--- config.mk ---
export PLATFORM = sky130hd
export DESIGN_NAME = turn_signal_ctrl
export DESIGN_NICKNAME = d
export VERILOG_FILES = /design/src/rtl/tail_light_pkg.sv /design/src/rtl/tick_prescaler.sv /design/src/rtl/turn_signal_ctrl.sv
export SDC_FILE = /design/constraint.sdc
export NUM_CORES = 1
export LEC_CHECK = 0
export BUFFER_PORTS_ARGS = -buffer_cell sky130_fd_sc_hd__buf_2
export CAP_MARGIN = 20
export CORE_MARGIN = 2
export CORE_UTILIZATION = 55
export CTS_CLUSTER_SIZE = 24
export DETAILED_ROUTE_END_ITERATION = 10
export PLACE_DENSITY = 0.76
export SLEW_MARGIN = 20
export SYNTH_ARGS = -nofsm -noshare
export SYNTH_HDL_FRONTEND = slang
export SYNTH_SLANG_ARGS = --single-unit
--- constraint.sdc ---
create_clock -name clock -period 3.25 [get_ports clock]
set_input_delay 0.325 -clock clock [delete_from_list [all_inputs] [get_ports clock]]
set_output_delay 0.325 -clock clock [all_outputs]
set_load 0.02 [all_outputs]
--- src/rtl/tail_light_pkg.sv ---
// ============================================================================
//  Module      : tail_light_pkg
//  Description : Shared types, lamp patterns and helpers for the six-lamp
//                turn-signal sequencer.
//  Revision    : 1.0  initial release
// ============================================================================
`default_nettype none

package tail_light_pkg;

    // Controller states; 4 bits covers all eleven phases.
    typedef enum logic [3:0] {
        IDLE  = 4'd0,
        L1    = 4'd1,
        L2    = 4'd2,
        L3    = 4'd3,
        LOFF  = 4'd4,
        R1    = 4'd5,
        R2    = 4'd6,
        R3    = 4'd7,
        ROFF  = 4'd8,
        H_ON  = 4'd9,
        H_OFF = 4'd10
    } state_t;

    // Lamp patterns per side, bit order {outer, middle, inner}.
    localparam logic [2:0] PAT_OFF = 3'b000;
    localparam logic [2:0] PAT_1   = 3'b001;
    localparam logic [2:0] PAT_2   = 3'b011;
    localparam logic [2:0] PAT_3   = 3'b111;

    // Counter width able to hold values 0..n-1, never narrower than 1 bit.
    function automatic int unsigned cnt_width(input int unsigned n);
        return (n <= 1) ? 1 : $clog2(n);
    endfunction

    // Fixed-priority choice of the next activity: hazard, then left, then right.
    function automatic state_t pick_next(input logic hz, input logic lt, input logic rt);
        if (hz)      return H_ON;
        else if (lt) return L1;
        else if (rt) return R1;
        else         return IDLE;
    endfunction

endpackage

`default_nettype wire

--- src/rtl/tick_prescaler.sv ---
// ============================================================================
//  Module      : tick_prescaler
//  Description : Phase-length counter. Counts 0..TICK_DIV-1 and flags the
//                last cycle of a phase; a clear restarts the count at 0.
//  Revision    : 1.0  initial release
// ============================================================================
`default_nettype none

module tick_prescaler
    import tail_light_pkg::*;
#(
    parameter int unsigned TICK_DIV = 4
) (
    input  logic clock,
    input  logic reset,
    input  logic clear,
    output logic tick
);

    localparam int unsigned         c_W    = cnt_width(TICK_DIV);
    localparam logic [c_W-1:0]      c_LAST = c_W'(TICK_DIV - 1);
    localparam logic [c_W-1:0]      c_ONE  = c_W'(1);

    logic [c_W-1:0] r_count;

    assign tick = (r_count == c_LAST);

    // Phase counter: restarts on clear or after the last cycle of a phase.
    always_ff @(posedge clock or negedge reset) begin
        if (!reset) begin
            r_count <= '0;
        end else if (clear || tick) begin
            r_count <= '0;
        end else begin
            r_count <= r_count + c_ONE;
        end
    end

endmodule

`default_nettype wire

--- src/rtl/turn_signal_ctrl.sv ---
// ============================================================================
//  Module      : turn_signal_ctrl
//  Description : Six-lamp tail-light sequencer with latched left/right
//                requests, hazard priority and a prescaled sweep pattern.
//                Optional brake overlay enabled by TURN_SIGNAL_BRAKE_EN.
//  Revision    : 1.0  initial release
// ============================================================================
`default_nettype none

module turn_signal_ctrl
    import tail_light_pkg::*;
#(
    parameter int unsigned TICK_DIV = 4,
    parameter int unsigned SWEEPS   = 2
) (
    input  logic clock,
    input  logic reset,
    input  logic left_req,
    input  logic right_req,
    input  logic hazard_req,
    input  logic brake,
    output logic la,
    output logic lb,
    output logic lc,
    output logic ra,
    output logic rb,
    output logic rc,
    output logic busy
);

    localparam int unsigned          c_SW_W   = cnt_width(SWEEPS + 1);
    localparam logic [c_SW_W-1:0]    c_SWEEPS = c_SW_W'(SWEEPS);
    localparam logic [c_SW_W-1:0]    c_ONE    = c_SW_W'(1);

    state_t              r_state;
    state_t              w_next;
    logic [c_SW_W-1:0]   r_sweeps;
    logic                r_pend_l;
    logic                r_pend_r;
    logic                w_tick;
    logic                w_clear;
    logic                w_in_left;
    logic                w_in_right;
    logic                w_want_l;
    logic                w_want_r;
    logic                w_continue;
    logic                w_start;
    logic [2:0]          w_lpat;
    logic [2:0]          w_rpat;
    logic                w_brake_on;

    assign w_in_left  = r_state inside {L1, L2, L3, LOFF};
    assign w_in_right = r_state inside {R1, R2, R3, ROFF};
    assign w_want_l   = left_req  | r_pend_l;
    assign w_want_r   = right_req | r_pend_r;

    // Another sweep in the same direction follows this OFF phase.
    assign w_continue = (r_state == LOFF || r_state == ROFF) && w_tick &&
                        !hazard_req && (r_sweeps > c_ONE);

    // A fresh sweep episode begins (not a repeat of the running one).
    assign w_start = ((w_next == L1) || (w_next == R1)) &&
                     (w_next != r_state) && !w_continue;

    // The phase counter restarts on every state change and idles at zero.
    assign w_clear = (w_next != r_state) || (r_state == IDLE);

    tick_prescaler #(
        .TICK_DIV (TICK_DIV)
    ) u_prescaler (
        .clock (clock),
        .reset (reset),
        .clear (w_clear),
        .tick  (w_tick)
    );

    // State register.
    always_ff @(posedge clock or negedge reset) begin
        if (!reset) begin
            r_state <= IDLE;
        end else begin
            r_state <= w_next;
        end
    end

    // Next-state logic: phases advance on tick; OFF phases are the only exit points.
    always_comb begin
        w_next = r_state;
        case (r_state)
            IDLE:  w_next = pick_next(hazard_req, w_want_l, w_want_r);
            L1:    if (w_tick) w_next = L2;
            L2:    if (w_tick) w_next = L3;
            L3:    if (w_tick) w_next = LOFF;
            LOFF: begin
                if (w_tick) begin
                    if (hazard_req)               w_next = H_ON;
                    else if (r_sweeps > c_ONE)    w_next = L1;
                    else                          w_next = pick_next(1'b0, w_want_l, w_want_r);
                end
            end
            R1:    if (w_tick) w_next = R2;
            R2:    if (w_tick) w_next = R3;
            R3:    if (w_tick) w_next = ROFF;
            ROFF: begin
                if (w_tick) begin
                    if (hazard_req)               w_next = H_ON;
                    else if (r_sweeps > c_ONE)    w_next = R1;
                    else                          w_next = pick_next(1'b0, w_want_l, w_want_r);
                end
            end
            H_ON:  if (w_tick) w_next = H_OFF;
            H_OFF: begin
                if (w_tick) begin
                    w_next = pick_next(hazard_req, w_want_l, w_want_r);
                end
            end
            default: w_next = IDLE;
        endcase
    end

    // Sweep counter and pending-request latches.
    always_ff @(posedge clock or negedge reset) begin
        if (!reset) begin
            r_sweeps <= '0;
            r_pend_l <= 1'b0;
            r_pend_r <= 1'b0;
        end else begin
            if (w_start) begin
                r_sweeps <= c_SWEEPS;
            end else if ((w_in_left && left_req) || (w_in_right && right_req)) begin
                r_sweeps <= c_SWEEPS;
            end else if (w_continue) begin
                r_sweeps <= r_sweeps - c_ONE;
            end

            // A same-direction request extends the running sweep instead of queuing.
            if (w_next == L1 && !w_in_left) begin
                r_pend_l <= 1'b0;
            end else if (left_req && !w_in_left) begin
                r_pend_l <= 1'b1;
            end

            if (w_next == R1 && !w_in_right) begin
                r_pend_r <= 1'b0;
            end else if (right_req && !w_in_right) begin
                r_pend_r <= 1'b1;
            end
        end
    end

`ifdef TURN_SIGNAL_BRAKE_EN
    logic r_brake;

    // Brake is registered so lamps never depend combinationally on inputs.
    always_ff @(posedge clock or negedge reset) begin
        if (!reset) begin
            r_brake <= 1'b0;
        end else begin
            r_brake <= brake;
        end
    end

    assign w_brake_on = r_brake;
`else
    logic w_unused_brake;
    assign w_unused_brake = brake;
    assign w_brake_on     = 1'b0;
`endif

    // Lamp decode from the registered state, with brake filling idle sides.
    always_comb begin
        w_lpat = PAT_OFF;
        w_rpat = PAT_OFF;
        case (r_state)
            L1:      w_lpat = PAT_1;
            L2:      w_lpat = PAT_2;
            L3:      w_lpat = PAT_3;
            R1:      w_rpat = PAT_1;
            R2:      w_rpat = PAT_2;
            R3:      w_rpat = PAT_3;
            H_ON: begin
                w_lpat = PAT_3;
                w_rpat = PAT_3;
            end
            default: ;
        endcase
        if (w_brake_on) begin
            if (r_state == IDLE) begin
                w_lpat = PAT_3;
                w_rpat = PAT_3;
            end else if (w_in_left) begin
                w_rpat = PAT_3;
            end else if (w_in_right) begin
                w_lpat = PAT_3;
            end
        end
    end

    assign la   = w_lpat[0];
    assign lb   = w_lpat[1];
    assign lc   = w_lpat[2];
    assign ra   = w_rpat[0];
    assign rb   = w_rpat[1];
    assign rc   = w_rpat[2];
    assign busy = (r_state != IDLE);

endmodule

`default_nettype wire

==> impl_metrics.py, run 1 <==
metrics = {
    "grt": {
        "grt_pass1_vias": 790,
        "antenna_found_initial": 0,
        "grt_overflow_total": 0,
        "track_usage_pct": 22.89,
        "grt_pass1_wl_um": 3615,
        "grt_max_degree": 20,
    },
    "min_path": {
        "hp-class": "primary input to flop",
        "hp-start": "left_req",
        "hold_end": "r_pend_l$_DFFE_PN0P_",
        "whs_path_depth": 3,
    },
    "finish": {
        "multiInputGateArea_um2": 698.2,
        "seqCellArea_um2": 250.2,
        "drive_gt1_share_pct": 21.64,
        "area_growth_pct": 6.050,
        "final_cells": 159,
        "fin_nets": 143,
        "filler_cell_count": 167,
        "n_antenna_cell": 0,
    },
    "clock_network": {
        "post_cts_buffers": 0,
        "clkTransAtPathRegs_ns": 0.07,
        "cts-buffers-inserted": 3,
        "h-tree-depth": 1,
        "clockBufferDepth": 2,
        "clock_latency_ns": 0.27,
        "clock-root-buffer": "clkbuf_4",
        "cts_sinks": 10,
        "cts_tree": "yes",
    },
    "timing": {
        "finalWorstPathRequiredPeriod_ns": 2.461,
        "fmax_mhz": 406.4,
        "setup_viol": 0,
        "post-route-period-util_pct": 75.71,
        "finalMaxSlewViolations": 0,
        "rsz0062_at_grt": "false",
        "layout_setup_ws_ns": 0.7893,
        "tns_ns": 0,
        "hold_ws_ns": 0.3937,
        "maxSlewHeadroom_pct": 56.97,
        "fin_skew_ns": 0.005442,
        "tightestPinTransition_ns": 0.6455,
        "hold_viol": 0,
    },
    "die": {
        "die-area_um2": 2284,
        "start_util_pct": 59.79,
        "dieWidth_um": 47.79,
        "fp-row-count": 15,
        "io_pins": 13,
        "fp.dieH_um": 47.79,
        "fp.coreArea_um2": 1764,
    },
    "detailed_routing": {
        "via_per_inst": 5.799,
        "detail_route.wirelength_um": 2217,
        "routedWlPerCell_um": 13.94,
        "first_pass_iters": 4,
        "ant_nets": 0,
        "drt_iter0_markers": 30,
        "drc": 0,
        "num_vias": 922,
    },
    "setup_path": {
        "r2r_cells": 8,
        "r2r_start": "u_prescaler.r_count[0]$_DFF_PN0_",
        "critPathMaxStageDelay_ns": 0.58,
        "worstPathMaxFanout": 17,
        "cp_cell_sequence": "ha_1 -> nand3b_1 -> a32o_1 -> and3_1 -> nor3_1 -> o211ai_2 -> a21oi_1 -> o21ai_1",
        "rr_endpoint": "r_sweeps[1]$_DFFE_PN0P_",
        "crit_type": "flop to flop",
        "setup.worst_path.end_class": "flop",
        "r2r_slack_ns": 0.79,
        "crit_start": "u_prescaler.r_count[0]$_DFF_PN0_",
        "worstPathArrival_ns": 2.60,
        "crit_required_ns": 3.39,
        "slowest_stage": "ha_1",
        "worstSetupStartpointType": "flop",
    },
    "logic_synthesis": {
        "synth_seq_cells": 10,
        "synth_cells": 129,
        "synth_top_cells_by_count": "nand2_1, dfrtp_1, a21oi_1",
        "synth_most_common_cell": "nand2_1",
        "postSynth.asyncResetShare_pct": 100.0,
        "ys_seq_area_share_pct": 23.72,
        "synth-main-ff-cell": "dfrtp_1",
        "yosys.area.top_type_share_pct": 23.72,
        "netlist_area_um2": 1055,
        "synth-edff-count": 0,
        "yosys_warnings": 0,
        "syn_nets": 137,
        "synth_top_cell_by_area": "dfrtp_1",
        "synth_area_per_cell_um2": 8.176,
        "synth_area_leaders": "dfrtp_1, nand2_1, a21oi_1",
        "ys_types": 47,
    },
    "placement": {
        "dpl.hpwl_um": 1637,
        "dp_slack_ns": 0.8547,
        "routabilityCongestion": 0.8378,
        "io_buffers": 11,
        "placed_cells": 154,
    },
    "run_status": {
        "status": "complete, no violations",
    },
    "flow_run": {
        "cap_violations": 0,
    },
    "power_and_ir_drop": {
        "p_total_mw": 1.115,
        "power_density_nw_per_um2": 996.7,
        "ir_drop_v": 0.0007534,
        "p_leak_nw": 0.4667,
    },
}
-- cell families (layout without fill, tap and decap cells) --
kind of cell	after synthesis	count (layout)	synth area share, %
DFF	10	10	23.72
muxes	3	3	2.847
adders and majority gates	2	2	2.372
buffers and inverters	19	24	10.08
AOI/OAI and AO/OA	37	37	26.57
and+or+nand+nor	55	55	31.91
xor gates and xnor gates	3	3	2.492
-- per-layer routing --
layer | wire [um] | track usage [%]
met4 | 40 | 10.81
met2 | 1090 | 35.20
met5 | 0 | 0
met1 | 1036 | 32.24
met3 | 50 | 2.264
-- how the worst max path moves through the flow --
stage | end | slack [ns] | cells past startpoint
3_5_place_dp | r_sweeps[1]$_DFFE_PN0P_ | 0.85 | 8
3_3_place_gp | r_sweeps[0]$_DFFE_PN0P_ | 0.90 | 7
2_1_floorplan | r_sweeps[0]$_DFFE_PN0P_ | 1.34 | 9
4_1_cts | r_sweeps[1]$_DFFE_PN0P_ | 0.84 | 8
6_report | r_sweeps[1]$_DFFE_PN0P_ | 0.79 | 8
5_1_grt | r_sweeps[0]$_DFFE_PN0P_ | 0.65 | 7
-- critical path, delay by kind of cell, from the launching register on --
kind / cells / cell delay, ns
AOI/OAI and AO/OA: 4 / 0.76
adders and majority gates: 1 / 0.58
DFF: 1 / 0.36
and+or+nand+nor: 3 / 0.64
-- layout by cell type (no fill, tap or decap), types with 3 or more instances in the layout --
cell type	n
mux2i_1	3
nand2_1	14
or2_1	3
clkbuf_4	3
o21ai_1	4
nand3_1	3
buf_2	11
a31oi_1	3
inv_1	6
and3_1	3
nand2b_1	4
nor2_1	8
nor3_1	4
dfrtp_1	10
o21ai_0	3
a21oi_1	9
nor2b_1	5
-- state kept, by name, indices dropped and copies added, names as in the netlist --
| signal | cells |
|---|---|
| r_pend_l | 1 |
| r_pend_r | 1 |
| r_state | 4 |
| r_sweeps | 2 |
| u_prescaler.r_count | 2 |
-- timing repair --
item | 4_1_cts | 5_1_grt
hold buffers | 1 | 0
endpoints found under the hold margin | 10 | 0
gates resized for setup | 0 | 0
-- per-stage QoR --
step	util (%)	cell area, um^2
4_1_cts	63.40	1119
3_5_place_dp	60.78	1072
6_report	63.40	1119
2_1_floorplan	-	1055
5_1_grt	63.40	1119
3_3_place_gp	60.78	1072
-- report_power, final --
part / switching, mW / total [mW] / leakage, nW / internal (mW)
combinational: 0.445 / 0.745 / 0.329 / 0.300
sequential: 0.0900 / 0.259 / 0.116 / 0.169
clock: 0.0426 / 0.111 / 0.0210 / 0.0680
total: 0.577 / 1.11 / 0.467 / 0.538
-- layout make-up --
type	instances	area share (%)
Timing Repair Buffer	14	7.159
Multi-Input combinational cell	100	62.42
Clock buffer	4	3.244
Sequential cell	10	22.37
Inverter	6	2.013
Tap cell	25	2.796
Power figures use the tool's default switching activity.
==> inputs of run 2 (changes only) <==
ABC_AREA = 1   (was default)
PLACE_DENSITY = 0.77   (was 0.76)
clock period = 2.57 ns   (was 3.25 ns; I/O delays follow)
==> run 2 against run 1 <==
Against the previous run: cell count grew 14%; via count grew 9.3%; flip-flop and latch count is the same; sequential share of layout area grew 1.8 points; critical path type unchanged.
==> impl_metrics.py, run 2 <==
metrics = {
    "run_status": {
        "status": "complete, no violations",
    },
    "clock_network": {
        "cts-buffers-inserted": 3,
        "post_cts_buffers": 0,
        "clockBufferDepth": 2,
        "h-tree-depth": 1,
        "clock_latency_ns": 0.25,
        "cts_sinks": 10,
        "clock-root-buffer": "clkbuf_4",
        "cts_tree": "yes",
        "clkTransAtPathRegs_ns": 0.06,
    },
    "setup_path": {
        "worstSetupStartpointType": "flop",
        "crit_required_ns": 2.72,
        "cp_cell_sequence": "ha_1 -> inv_2 -> nor2_4 -> nor2_2 -> nand2_2 -> nand2_2 -> nor2_2 -> nand3_2 -> nand2_1 -> nand2_1 -> nor2_2 -> nand3_1 -> nand2_1 -> nand3_1 -> nand2_1 -> inv_1",
        "slowest_stage": "dfrtp_1",
        "crit_start": "u_prescaler.r_count[0]$_DFF_PN0_",
        "crit_family": "simple AND/OR/NAND/NOR gates",
        "crit_type": "flop to flop",
        "worstPathMaxFanout": 8,
        "setup.worst_path.end_class": "flop",
        "r2r_cells": 16,
        "crit_cells": 16,
        "critPathMaxStageDelay_ns": 0.34,
        "crit_top_cell": "nand2_1",
        "worstPathArrival_ns": 2.22,
        "r2r_start": "u_prescaler.r_count[0]$_DFF_PN0_",
        "critPathBufInv": 2,
    },
    "die": {
        "fp-row-count": 14,
        "fp.coreArea_um2": 1541,
        "die-area_um2": 2007,
        "start_util_pct": 59.42,
        "fp.dieH_um": 44.81,
        "io_pins": 13,
        "dieWidth_um": 44.81,
    },
    "timing": {
        "tightestPinTransition_ns": 0.2942,
        "finalWorstPathRequiredPeriod_ns": 2.074,
        "fin_skew_ns": 0.0004779,
        "rsz0062_at_grt": "false",
        "tns_ns": 0,
        "post-route-period-util_pct": 80.72,
        "fmax_mhz": 482.1,
        "setup_viol": 0,
        "hold_viol": 0,
        "finalMaxSlewViolations": 0,
        "maxSlewHeadroom_pct": 80.31,
    },
    "detailed_routing": {
        "routedWlPerCell_um": 11.42,
        "via_per_inst": 5.538,
        "detail_route.wirelength_um": 2079,
        "drt_iter0_markers": 45,
        "drc": 0,
        "first_pass_iters": 4,
        "num_vias": 1008,
        "ant_nets": 0,
    },
    "min_path": {
        "hp-class": "primary input to flop",
        "whs_path_depth": 3,
        "hp-start": "right_req",
    },
    "logic_synthesis": {
        "synth_area_per_cell_um2": 6.106,
        "synth_top_cells_by_count": "nand2_1, nor2_1, inv_1",
        "yosys_warnings": 0,
        "synth_top_cell_by_area": "dfrtp_1",
        "synth_cells": 150,
        "synth_most_common_cell": "nand2_1",
        "synth-main-ff-cell": "dfrtp_1",
        "synth_seq_cells": 10,
        "postSynth.asyncResetShare_pct": 100.0,
        "netlist_area_um2": 915.9,
        "syn_nets": 158,
        "yosys.area.top_type_share_pct": 27.32,
        "ys_types": 24,
        "synth_area_leaders": "dfrtp_1, nand2_1, nor2_1",
        "ys_seq_area_share_pct": 27.32,
        "synth-edff-count": 0,
    },
    "placement": {
        "dpl.hpwl_um": 1747,
        "dpl-instance-area_um2": 991.0,
        "placed_cells": 177,
        "io_buffers": 11,
        "routabilityCongestion": 0.8478,
    },
    "power_and_ir_drop": {
        "power_density_nw_per_um2": 1166,
        "p_leak_nw": 0.5862,
        "p_total_mw": 1.210,
        "ir_drop_v": 0.0006868,
    },
    "finish": {
        "area_growth_pct": 13.25,
        "largest-register": "r_state",
        "final_cells": 182,
        "n_antenna_cell": 0,
        "final_cell_mix": "nand2_1, nor2_1, inv_1",
        "fin_nets": 175,
        "filler_cell_count": 140,
        "reg_top3": "r_state: 4 flops, r_sweeps: 2 flops, u_prescaler.r_count: 2 flops",
        "largest_reg_flops": 4,
        "drive_gt1_share_pct": 24.10,
        "final_area_um2": 1037,
        "layout_commonest_cell": "nand2_1",
        "fin_util_pct": 67.29,
    },
    "grt": {
        "grt_overflow_total": 0,
        "grt_pass1_vias": 914,
        "grt_pass1_wl_um": 3622,
        "grt_max_degree": 11,
        "track_usage_pct": 24.37,
        "antenna_found_initial": 0,
    },
    "flow_run": {
        "cap_violations": 0,
    },
}
[run 2: cell count changes in the layout (fill, tap and decap cells not counted), sizes merged, moves of 4 or more]
| cell | delta |
|---|---|
| nand3 | +9 |
| nor2 | +16 |
| nand2b | -4 |
| nor2b | -6 |
| inv | +15 |
| nand2 | +41 |
| a21oi | -5 |
[run 2: area by class of cell]
class | count | area [um^2] | area share [%]
flip-flops and latches | 10 | 250.2 | 24.13
multi-input cells | 119 | 586.8 | 56.57
well taps | 16 | 20.02 | 1.930
inverters | 21 | 78.83 | 7.600
clock buffers | 4 | 36.28 | 3.498
repair buffers | 12 | 65.06 | 6.273
[run 2: metrics by stage]
stage                     hold WS (ns)  setup WS [ns]
after CTS                       0.2930         0.5374
after detailed placement        0.1186         0.5419
after floorplan               -0.03859         0.8509
after global routing            0.3096         0.3222
final                           0.3029         0.4956
after global placement          0.1169         0.5856
[run 2: timing repair]
action	in CTS	in global routing
gates resized for setup	0	0
hold buffers	1	0
hold endpoints to repair	10	0
[run 2: final timing paths]
check | end | slack, ns
min in group asynchronous | r_sweeps[1]$_DFFE_PN0P_ | 0.38
hold reg to reg | u_prescaler.r_count[0]$_DFF_PN0_ | 0.43
max in group asynchronous | r_state[1]$_DFF_PN0_ | 2.01
setup reg to reg | r_sweeps[1]$_DFFE_PN0P_ | 0.50
setup / recovery | r_sweeps[1]$_DFFE_PN0P_ | 0.50
hold / removal | r_pend_r$_DFFE_PN0P_ | 0.30
[run 2: cells by family (layout without fill, tap and decap cells)]
kind of cell | after synthesis | count (layout) | share of synthesized area, %
AND/OR/NAND/NOR | 102 | 102 | 51.64
AO/OA/AOI/OAI | 15 | 15 | 9.700
buffers and inverters | 21 | 37 | 8.607
adder cells (fa/ha/maj) | 2 | 2 | 2.732
flip-flops | 10 | 10 | 27.32
[run 2: metal layers]
layer  track usage (%)  routed length [um]
met3             2.800                 113
met5                 0                   0
met1             30.20                 922
met2             40.87                 989
met4             14.12                  54
[run 2: worst reg2reg max path, stage by stage, from the launching register on]
cell	delay, ns
dfrtp_1	0.34
ha_1	0.29
inv_2	0.14
nor2_4	0.15
nor2_2	0.07
nand2_2	0.06
nand2_2	0.04
nor2_2	0.16
nand3_2	0.13
nand2_1	0.08
nand2_1	0.06
nor2_2	0.11
nand3_1	0.08
nand2_1	0.09
nand3_1	0.07
nand2_1	0.06
inv_1	0.03
[run 2: where the power goes]
| group | leakage [nW] | switching [mW] | total [mW] | internal [mW] |
|---|---|---|---|---|
| clock network | 0.0210 | 0.0452 | 0.131 | 0.0856 |
| logic | 0.445 | 0.559 | 0.822 | 0.263 |
| registers | 0.121 | 0.0502 | 0.257 | 0.207 |
